File: src/rtl/fifo_spi_pkg.sv
// Shared types and constants for the scope FIFO SPI read-side drain.
package fifo_spi_pkg;

  typedef enum logic [2:0] {IDLE, POP, LOAD, SHIFT, DONE} state_t;

  localparam int unsigned STATUS_W       = 8;
  localparam int unsigned SCK_MIN_PERIOD = 8;
  localparam int unsigned CS_SETUP_MIN   = 8;

endpackage

File: src/rtl/spi_sync_edge.sv
// Multi-stage synchronizer for one asynchronous SPI pin, with rise/fall pulses
// in the clk domain.
module spi_sync_edge #(
  parameter int unsigned SYNC_STAGES = 2,
  parameter logic        RESET_VAL   = 1'b0
) (
  input  logic clk,
  input  logic reset,
  input  logic async_in,
  output logic rise,
  output logic fall
);

  logic [SYNC_STAGES-1:0] chain;
  logic                   delayed;
  logic                   sync_lvl;

  always_ff @(posedge clk or negedge reset) begin
    if (!reset) begin
      chain   <= {SYNC_STAGES{RESET_VAL}};
      delayed <= RESET_VAL;
    end else begin
      chain   <= {chain[SYNC_STAGES-2:0], async_in};
      delayed <= chain[SYNC_STAGES-1];
    end
  end

  assign sync_lvl = chain[SYNC_STAGES-1];
  assign rise     = sync_lvl & ~delayed;
  assign fall     = ~sync_lvl & delayed;

endmodule

File: src/rtl/fifo_spi_reader.sv
// SPI slave (mode 0, MSB first) that pops one FIFO word per chip-select frame.
// Optional status-byte prefix enabled by defining FIFO_SPI_STATUS_EN.
module fifo_spi_reader
  import fifo_spi_pkg::*;
#(
  parameter int unsigned       DATA_W      = 16,
  parameter int unsigned       SYNC_STAGES = 2,
  parameter logic [DATA_W-1:0] EMPTY_CODE  = 16'hFFFF
) (
  input  logic              clk,
  input  logic              reset,
  input  logic [DATA_W-1:0] fifo_data,
  input  logic              fifo_empty,
  input  logic              fifo_full,
  output logic              rdPi,
  input  logic              sck,
  input  logic              cs_n,
  output logic              miso,
  output logic              busy,
  output logic              xfer_done,
  output logic              underrun
);

`ifdef FIFO_SPI_STATUS_EN
  localparam int unsigned FRAME_W = DATA_W + STATUS_W;
`else
  localparam int unsigned FRAME_W = DATA_W;
`endif
  localparam int unsigned      CNT_W    = $clog2(FRAME_W + 1);
  localparam logic [CNT_W-1:0] LAST_BIT = CNT_W'(FRAME_W - 1);

  // Each sck phase must outlast the edge detector, and the MSB must be ready
  // before the first legal sck rise.
  if (SYNC_STAGES < 2 || SYNC_STAGES + 3 > CS_SETUP_MIN || SCK_MIN_PERIOD < 4) begin : g_bad_cfg
    $error("fifo_spi_reader: SYNC_STAGES incompatible with SPI timing limits");
  end

  state_t             state;
  logic [FRAME_W-1:0] shreg;
  logic [CNT_W-1:0]   cnt;
  logic               sck_rise, sck_fall, cs_rise, cs_fall;
  logic [FRAME_W-1:0] pop_word, empty_word, load_word;

`ifdef FIFO_SPI_STATUS_EN
  logic [STATUS_W-1:0] status;
  // rdPi high in POP records that the FIFO was non-empty at frame start;
  // underrun still holds its pre-frame value here.
  assign status     = {~rdPi, fifo_full, underrun, {(STATUS_W-3){1'b0}}};
  assign pop_word   = {status, {DATA_W{1'b0}}};
  assign empty_word = {status, EMPTY_CODE};
  assign load_word  = {shreg[FRAME_W-1 -: STATUS_W], fifo_data};
`else
  logic unused_full;
  assign unused_full = fifo_full;
  assign pop_word    = '0;
  assign empty_word  = EMPTY_CODE;
  assign load_word   = fifo_data;
`endif

  spi_sync_edge #(
    .SYNC_STAGES(SYNC_STAGES),
    .RESET_VAL  (1'b0)
  ) u_sck_sync (
    .clk     (clk),
    .reset   (reset),
    .async_in(sck),
    .rise    (sck_rise),
    .fall    (sck_fall)
  );

  spi_sync_edge #(
    .SYNC_STAGES(SYNC_STAGES),
    .RESET_VAL  (1'b1)
  ) u_cs_sync (
    .clk     (clk),
    .reset   (reset),
    .async_in(cs_n),
    .rise    (cs_rise),
    .fall    (cs_fall)
  );

  always_ff @(posedge clk or negedge reset) begin
    if (!reset) begin
      state     <= IDLE;
      shreg     <= '0;
      cnt       <= '0;
      rdPi      <= 1'b0;
      miso      <= 1'b0;
      busy      <= 1'b0;
      xfer_done <= 1'b0;
      underrun  <= 1'b0;
    end else begin
      rdPi      <= 1'b0;
      xfer_done <= 1'b0;
      unique case (state)
        IDLE: begin
          if (cs_fall && !cs_rise) begin
            state <= POP;
            busy  <= 1'b1;
            cnt   <= '0;
            // Pop strobe is live for the single POP cycle.
            rdPi  <= ~fifo_empty;
          end
        end
        POP: begin
          if (cs_rise) begin
            state <= IDLE;
            busy  <= 1'b0;
            miso  <= 1'b0;
          end else if (rdPi) begin
            shreg <= pop_word;
            state <= LOAD;
          end else begin
            shreg    <= empty_word;
            miso     <= empty_word[FRAME_W-1];
            underrun <= 1'b1;
            state    <= SHIFT;
          end
        end
        LOAD: begin
          if (cs_rise) begin
            state <= IDLE;
            busy  <= 1'b0;
            miso  <= 1'b0;
          end else begin
            shreg <= load_word;
            miso  <= load_word[FRAME_W-1];
            state <= SHIFT;
          end
        end
        SHIFT: begin
          if (cs_rise) begin
            state <= IDLE;
            busy  <= 1'b0;
            miso  <= 1'b0;
          end else begin
            if (sck_rise) begin
              cnt <= cnt + 1'b1;
              if (cnt == LAST_BIT) state <= DONE;
            end
            if (sck_fall) begin
              shreg <= {shreg[FRAME_W-2:0], 1'b0};
              miso  <= shreg[FRAME_W-2];
            end
          end
        end
        DONE: begin
          if (cs_rise) begin
            state     <= IDLE;
            busy      <= 1'b0;
            miso      <= 1'b0;
            xfer_done <= 1'b1;
          end else if (sck_fall) begin
            shreg <= {shreg[FRAME_W-2:0], 1'b0};
            miso  <= shreg[FRAME_W-2];
          end
        end
        default: begin
          state <= IDLE;
          busy  <= 1'b0;
          miso  <= 1'b0;
        end
      endcase
    end
  end

endmodule

File: config.mk
export PLATFORM = sky130hd
export DESIGN_NAME = fifo_spi_reader
export DESIGN_NICKNAME = d
export VERILOG_FILES = /design/src/rtl/fifo_spi_pkg.sv /design/src/rtl/spi_sync_edge.sv /design/src/rtl/fifo_spi_reader.sv
export SDC_FILE = /design/constraint.sdc
export NUM_CORES = 1
export LEC_CHECK = 0
export ABC_CLOCK_PERIOD_IN_PS = 5000
export CAP_MARGIN = 20
export CORE_MARGIN = 4
export CORE_UTILIZATION = 45
export CTS_CLUSTER_DIAMETER = 120
export DETAILED_ROUTE_END_ITERATION = 10
export PLACE_DENSITY = 0.67
export SLEW_MARGIN = 0
export SYNTH_ARGS = -nofsm -noshare
export SYNTH_HDL_FRONTEND = slang
export SYNTH_SLANG_ARGS = --single-unit
File: constraint.sdc
create_clock -name clk -period 5 [get_ports clk]
set_input_delay 0.5 -clock clk [delete_from_list [all_inputs] [get_ports clk]]
set_output_delay 0.5 -clock clk [all_outputs]
set_load 0.01 [all_outputs]
# After elaboration in Yosys (flattened, before gate mapping)
# Index checks and enable logic that the tools add are counted.
totals:
  out_inout_bits: 5
  reg_bits: 34
  wordCells: 88
classes:
  n_eq_ne: 18
  bitwise: 12
  reduce_logical: 13
  mux: 32
  n_addsub: 1
ops:
  columns: ["operator", "n"]
  rows:
  - ["2-to-1 mux 15 bit", 5]
  - ["one-hot mux 15 bit (3 select lines)", 1]
  - ["2-to-1 mux 3 bit", 5]
  - ["2-to-1 mux 5 bit", 3]
  - ["one-hot mux 3 bit (5 select lines)", 1]
  - ["inequality test 2 bit, second input constant", 7]
  - ["2-to-1 mux 1 bit", 12]
  - ["one-hot mux 5 bit (2 select lines)", 1]
  - ["inequality test 3 bit, second input constant", 3]
  - ["NOT 1 bit", 8]
  - ["AND reduction 4 bit", 2]
  - ["== test 3 x 2 -> 1 bit, second input constant", 2]
  - ["AND reduction 3 bit", 2]
  - ["adder 5 x 1 -> 5 bit, second input constant", 1]
  - ["== test 5 x 4 -> 1 bit, second input constant", 1]
  - ["AND reduction 5 bit", 1]
  - ["AND 1 bit", 4]
  - ["2-to-1 mux 2 bit", 2]
  - ["inequality test 2 x 1 -> 1 bit, second input constant", 2]
  - ["one-hot mux 1 bit (4 select lines)", 1]
  - ["OR reduction 4 bit", 1]
  - ["== test 3 x 1 -> 1 bit, second input constant", 1]
  - ["== test 3 bit, second input constant", 1]
  - ["zero test 3 bit", 1]
  - ["8 further kinds", 8]

# Logic depth before layout (Yosys ltp)
logic_depth:
  word_depth: 6
  ltp_mapped: 7
  mapped_depth_nobuf: 6

# Modules after synthesis
# A second synthesis with hierarchy kept.
hier_totals:
  hier_cells: 193
  hier_area_um2: 1991.9
modules_own_cells:
  columns: ["module", "seq_area_each_um2", "cells_each", "area_each_um2", "instances"]
  rows:
  - ["fifo_spi_reader", 700.7, 183, 1808.0, 1]
  - ["spi_sync_edge at u_cs_sync", 78.8, 5, 93.8, 1]
  - ["spi_sync_edge at u_sck_sync", 75.1, 5, 90.1, 1]

# Least setup slack after synthesis
# Ideal clock, no wire load.
synth_timing:
  kind: "register to register"
  startpoint: "register state[0]"
  endpoint: "register shreg[0]"
  path_stages_with_launch: 7
  path_buffers: 2
  required_ns: 4.875
  arrival_time_ns: 1.531
  slack_ns: 3.343
  setup_ns: 0.125
  synth_period_minus_slack_ns: 1.657
  path_cell_list: "dfrtp_1 > buf_6 > nor2_2 > nand3_1 > a21oi_4 > buf_6 > mux2_4"
synth_via:
  elab_chain_len: 4
synth_lines:
  columns: ["item", "line", "text"]
  rows:
  - ["start: declaration", "fifo_spi_reader.sv:38", "state_t state;"]
  - ["start signal: assignment", "fifo_spi_reader.sv:84", "state <= IDLE;"]
  - ["start signal: assignment", "fifo_spi_reader.sv:98", "state <= POP;"]
  - ["start signal: assignment", "fifo_spi_reader.sv:107", "state <= IDLE;"]
  - ["== test 3 bit / == test 3 x 2 -> 1 bit (equally long branches)", "fifo_spi_reader.sv:95", "unique case (state)"]
  - ["OR reduction 2 bit (no line)", null, null]
  - ["inequality test 2 bit (no line) (tied with other cells)", null, null]
  - ["AND reduction 5 bit (no line)", null, null]
  - ["end signal: assignment", "fifo_spi_reader.sv:111", "shreg <= pop_word;"]
  - ["end signal: assignment", "fifo_spi_reader.sv:114", "shreg <= empty_word;"]
  - ["end signal: assignment", "fifo_spi_reader.sv:126", "shreg <= load_word;"]
  - ["end: declaration", "fifo_spi_reader.sv:39", "logic [FRAME_W-1:0] shreg;"]
# Several ways; a longest one is shown, not always the timed one.
# A chain may end at the register's enable or synchronous reset.

# Worst setup path after layout
layout_timing:
  startpoint: "register state[0]"
  endpoint: "register shreg[12]"
# The elaborated chain is that of the path after synthesis.

==> impl_metrics.py <==
metrics = {
    "timing": {
        "drv_slew": 0,
        "max-slew-margin-rel_pct": 38.90,
        "fmax_mhz": 384.6,
        "fin_skew_ns": 0.004620,
        "fin_crit_ns": 2.600,
        "setup_viol": 0,
        "fin_ws_ns": 2.400,
        "tns_ns": 0,
        "tightest_slew_ns": 0.9146,
        "finalHoldViolCount": 0,
        "period_share_pct": 52.01,
        "rsz0062_at_grt": "no",
    },
    "drt": {
        "drtPass1Iterations": 4,
        "totalWireLength_um": 4387,
        "met3_length_um": 223,
        "vias": 1618,
        "met2_length_um": 2102,
        "drc": 0,
        "routedWlPerCell_um": 15.95,
        "drt-initial-drc-count": 128,
        "drt-met1-wl_um": 2053,
        "top_layer": "met4",
        "ant_nets": 0,
        "routed_via_density": 5.884,
    },
    "finish": {
        "antenna_cells": 0,
        "drive_gt1_share_pct": 14.80,
        "fin_cells": 275,
        "num-nets-final": 246,
        "layout_common_cells": "dfrtp_1, o21ai_0, clkdlybuf4s50_1",
        "layout_commonest_cell": "dfrtp_1",
        "area_delta_synth_final_pct": 17.82,
        "fin_area_um2": 2407,
    },
    "setup_path": {
        "cp.depth": 4,
        "cp-end-kind": "register",
        "worstPathArrival_ns": 2.77,
        "cp_top_family": "flip-flops",
        "cp.required_ns": 5.17,
        "cp.buffers_inverters": 0,
        "cpPeakStageDelay_ns": 0.94,
        "critPathKind": "register to register",
        "path_cells": "or2_4, o211ai_2, a21oi_4, mux2_1",
        "worstRegToRegCells": 4,
        "cp-start-kind": "register",
        "reg2reg_from": "state[0]",
        "crit_path_start": "state[0]",
        "critPathCapture": "shreg[12]",
        "r2r_setup_slack_ns": 2.40,
        "r2r-end": "shreg[12]",
        "crit_fanout": 27,
        "crit_slowest_cell": "dfrtp_1",
    },
    "power_and_ir_drop": {
        "share_comb_of_total_power_pct": 21.0,
        "leakagePower_nw": 1.098,
        "p_switching_w": 0.0002266,
        "p_seq_share_pct": 43.7,
        "clockPowerShare_pct": 35.3,
        "sw_frac_of_total_pct": 26.16,
        "peakVddDrop_mv": 0.1890,
        "p_per_area_nw_per_um2": 359.8,
        "p_int_w": 0.0006396,
        "finalPower_w": 0.0008662,
    },
    "logic_synthesis": {
        "synthDistinctLibCells": 46,
        "ys_ff_latch": 34,
        "syn_area_um2": 2043,
        "seq_area_frac_synth_pct": 41.82,
        "async_flop_share_pct": 100.0,
        "syn_avg_cell_area_um2": 10.02,
        "synth-edff-count": 0,
        "netlist_instances": 204,
        "ys.flop_type": "dfrtp_1",
        "postSynthNetCount": 228,
        "yosysWarnings": 0,
    },
    "cts": {
        "clk_latency_ns": 0.29,
        "ctsResizeCount": 0,
        "cts_root_buf": "clkbuf_8",
        "cts_tree": "built",
        "clkTransAtPathRegs_ns": 0.08,
        "cts_setup_buffers": 0,
        "cts_buffers": 5,
        "h-tree-depth": 2,
        "hold_buffers": 0,
        "cts_sinks": 34,
        "clockBufferDepth": 2,
    },
    "grt": {
        "grt_pass1_wl_um": 7458,
        "grt_pass1_vias": 1595,
        "antenna_found_initial": 0,
        "grt_max_degree": 35,
        "grt-ovfl-total": 0,
        "grt_usage_pct": 17.01,
    },
    "status": {
        "status": "complete, no violations",
    },
    "placement": {
        "routabilityCongestion": 0.7912,
        "io_buffer_count": 25,
        "dp.cells": 267,
        "preCtsSetupSlack_ns": 2.459,
        "dp_hpwl_um": 2811,
        "placed_cell_area_um2": 2270,
    },
    "floorplan": {
        "dieArea_um2": 5682,
        "rows": 24,
        "chipWidth_um": 75.38,
        "ioPinCount": 27,
        "core-area_um2": 4384,
        "start_util_pct": 46.60,
        "die_h_um": 75.38,
    },
    "min_path": {
        "hold_class": "register to register",
    },
    "run": {
        "drv_cap": 0,
    },
}
-- worst min-delay path by stage --
stage	start	end	slack [ns]	cells past startpoint
after global routing	u_sck_sync.chain[0]	u_sck_sync.chain[1]	0.36	0
after CTS	u_sck_sync.chain[0]	u_sck_sync.chain[1]	0.35	0
after detailed placement	u_sck_sync.chain[0]	u_sck_sync.chain[1]	0.34	0
after global placement	u_sck_sync.chain[0]	u_sck_sync.chain[1]	0.33	0
after floorplan	reset	busy	0.20	0
final	u_sck_sync.chain[0]	u_sck_sync.chain[1]	0.35	0
-- stage by stage --
stage                     hold WS, ns  util, %
after global placement         0.3330    51.77
after CTS                      0.3543    54.91
after global routing           0.3641    54.91
after floorplan                0.2044        -
after detailed placement       0.3365    51.77
final                          0.3526    54.91
-- cell usage after synthesis (2+ instances only) --
cell / instances / share of area (%)
dfrtp_1: 31 / 38
o21ai_0: 28 / 6.9
inv_1: 17 / 3.1
a22oi_1: 15 / 5.5
a211o_1: 14 / 6.0
mux2_4: 10 / 7.3
a21oi_1: 5 / 1.2
buf_2: 5 / 1.2
clkbuf_1: 5 / 0.92
mux2_1: 5 / 2.8
nand2_1: 5 / 0.92
nor2_1: 5 / 0.92
o21ai_1: 5 / 1.2
and3_1: 4 / 1.2
buf_6: 4 / 2.2
a21o_1: 3 / 1.1
dfstp_2: 3 / 3.9
nand2b_1: 3 / 0.92
nand3_1: 3 / 0.73
nor2b_1: 3 / 0.92
a31o_2: 2 / 0.86
ha_1: 2 / 1.2
nand4_1: 2 / 0.61
nor2b_2: 2 / 0.86
nor3_1: 2 / 0.49
-- worst register-to-register path, cell delays in order, from the launching register on --
cell and delay [ns]:
dfrtp_1 0.94, or2_4 0.43, o211ai_2 0.15, a21oi_4 0.57, mux2_1 0.39
-- area by class of cell --
class	instances	area, um^2
timing repair buffer	26	257.7
multi-input combinational	138	1028
fill	391	1977
clock inverter	3	68.82
clock buffer	5	68.82
sequential	34	854.6
tap	52	65.06
inverter	17	63.81
-- routing by layer --
layer / vias to the layer above / track usage, %
li1: 780 / -
met1: 798 / 23.52
met2: 38 / 26.27
met3: 2 / 5.409
met4: 0 / 3.689
met5: - / 0
-- cells by family (layout without fill, tap and decap cells) --
| family | Yosys count | count (layout) | synth area share (%) |
|---|---|---|---|
| DFF | 34 | 34 | 41.82 |
| AOI/OAI and AO/OA | 81 | 81 | 27.07 |
| xor gates and xnor gates | 1 | 1 | 0.4287 |
| and+or+nand+nor | 39 | 39 | 11.51 |
| muxes | 15 | 15 | 10.10 |
| adders and majority gates | 2 | 2 | 1.225 |
| buffers and inverters | 32 | 51 | 7.838 |
-- registers in the layout (all words and copies together), names as in the netlist --
| signal | cells |
|---|---|
| shreg | 15 |
| cnt | 5 |
| state | 3 |
| u_cs_sync.chain | 2 |
| u_sck_sync.chain | 2 |
| busy | 1 |
| miso | 1 |
| rdPi | 1 |
| u_cs_sync.delayed | 1 |
| u_sck_sync.delayed | 1 |
| underrun | 1 |
| xfer_done | 1 |
-- power by group through the flow --
stage	clock network, W	registers (W)	logic (W)
3_3_place_gp	0	0.000380	0.000178
4_1_cts	0.000314	0.000377	0.000183
2_1_floorplan	0	0.000367	0.000141
3_5_place_dp	0	0.000382	0.000181
6_report	0.000306	0.000378	0.000182
5_1_grt	0.000329	0.000388	0.000201
(Power assumes the default switching activity.)
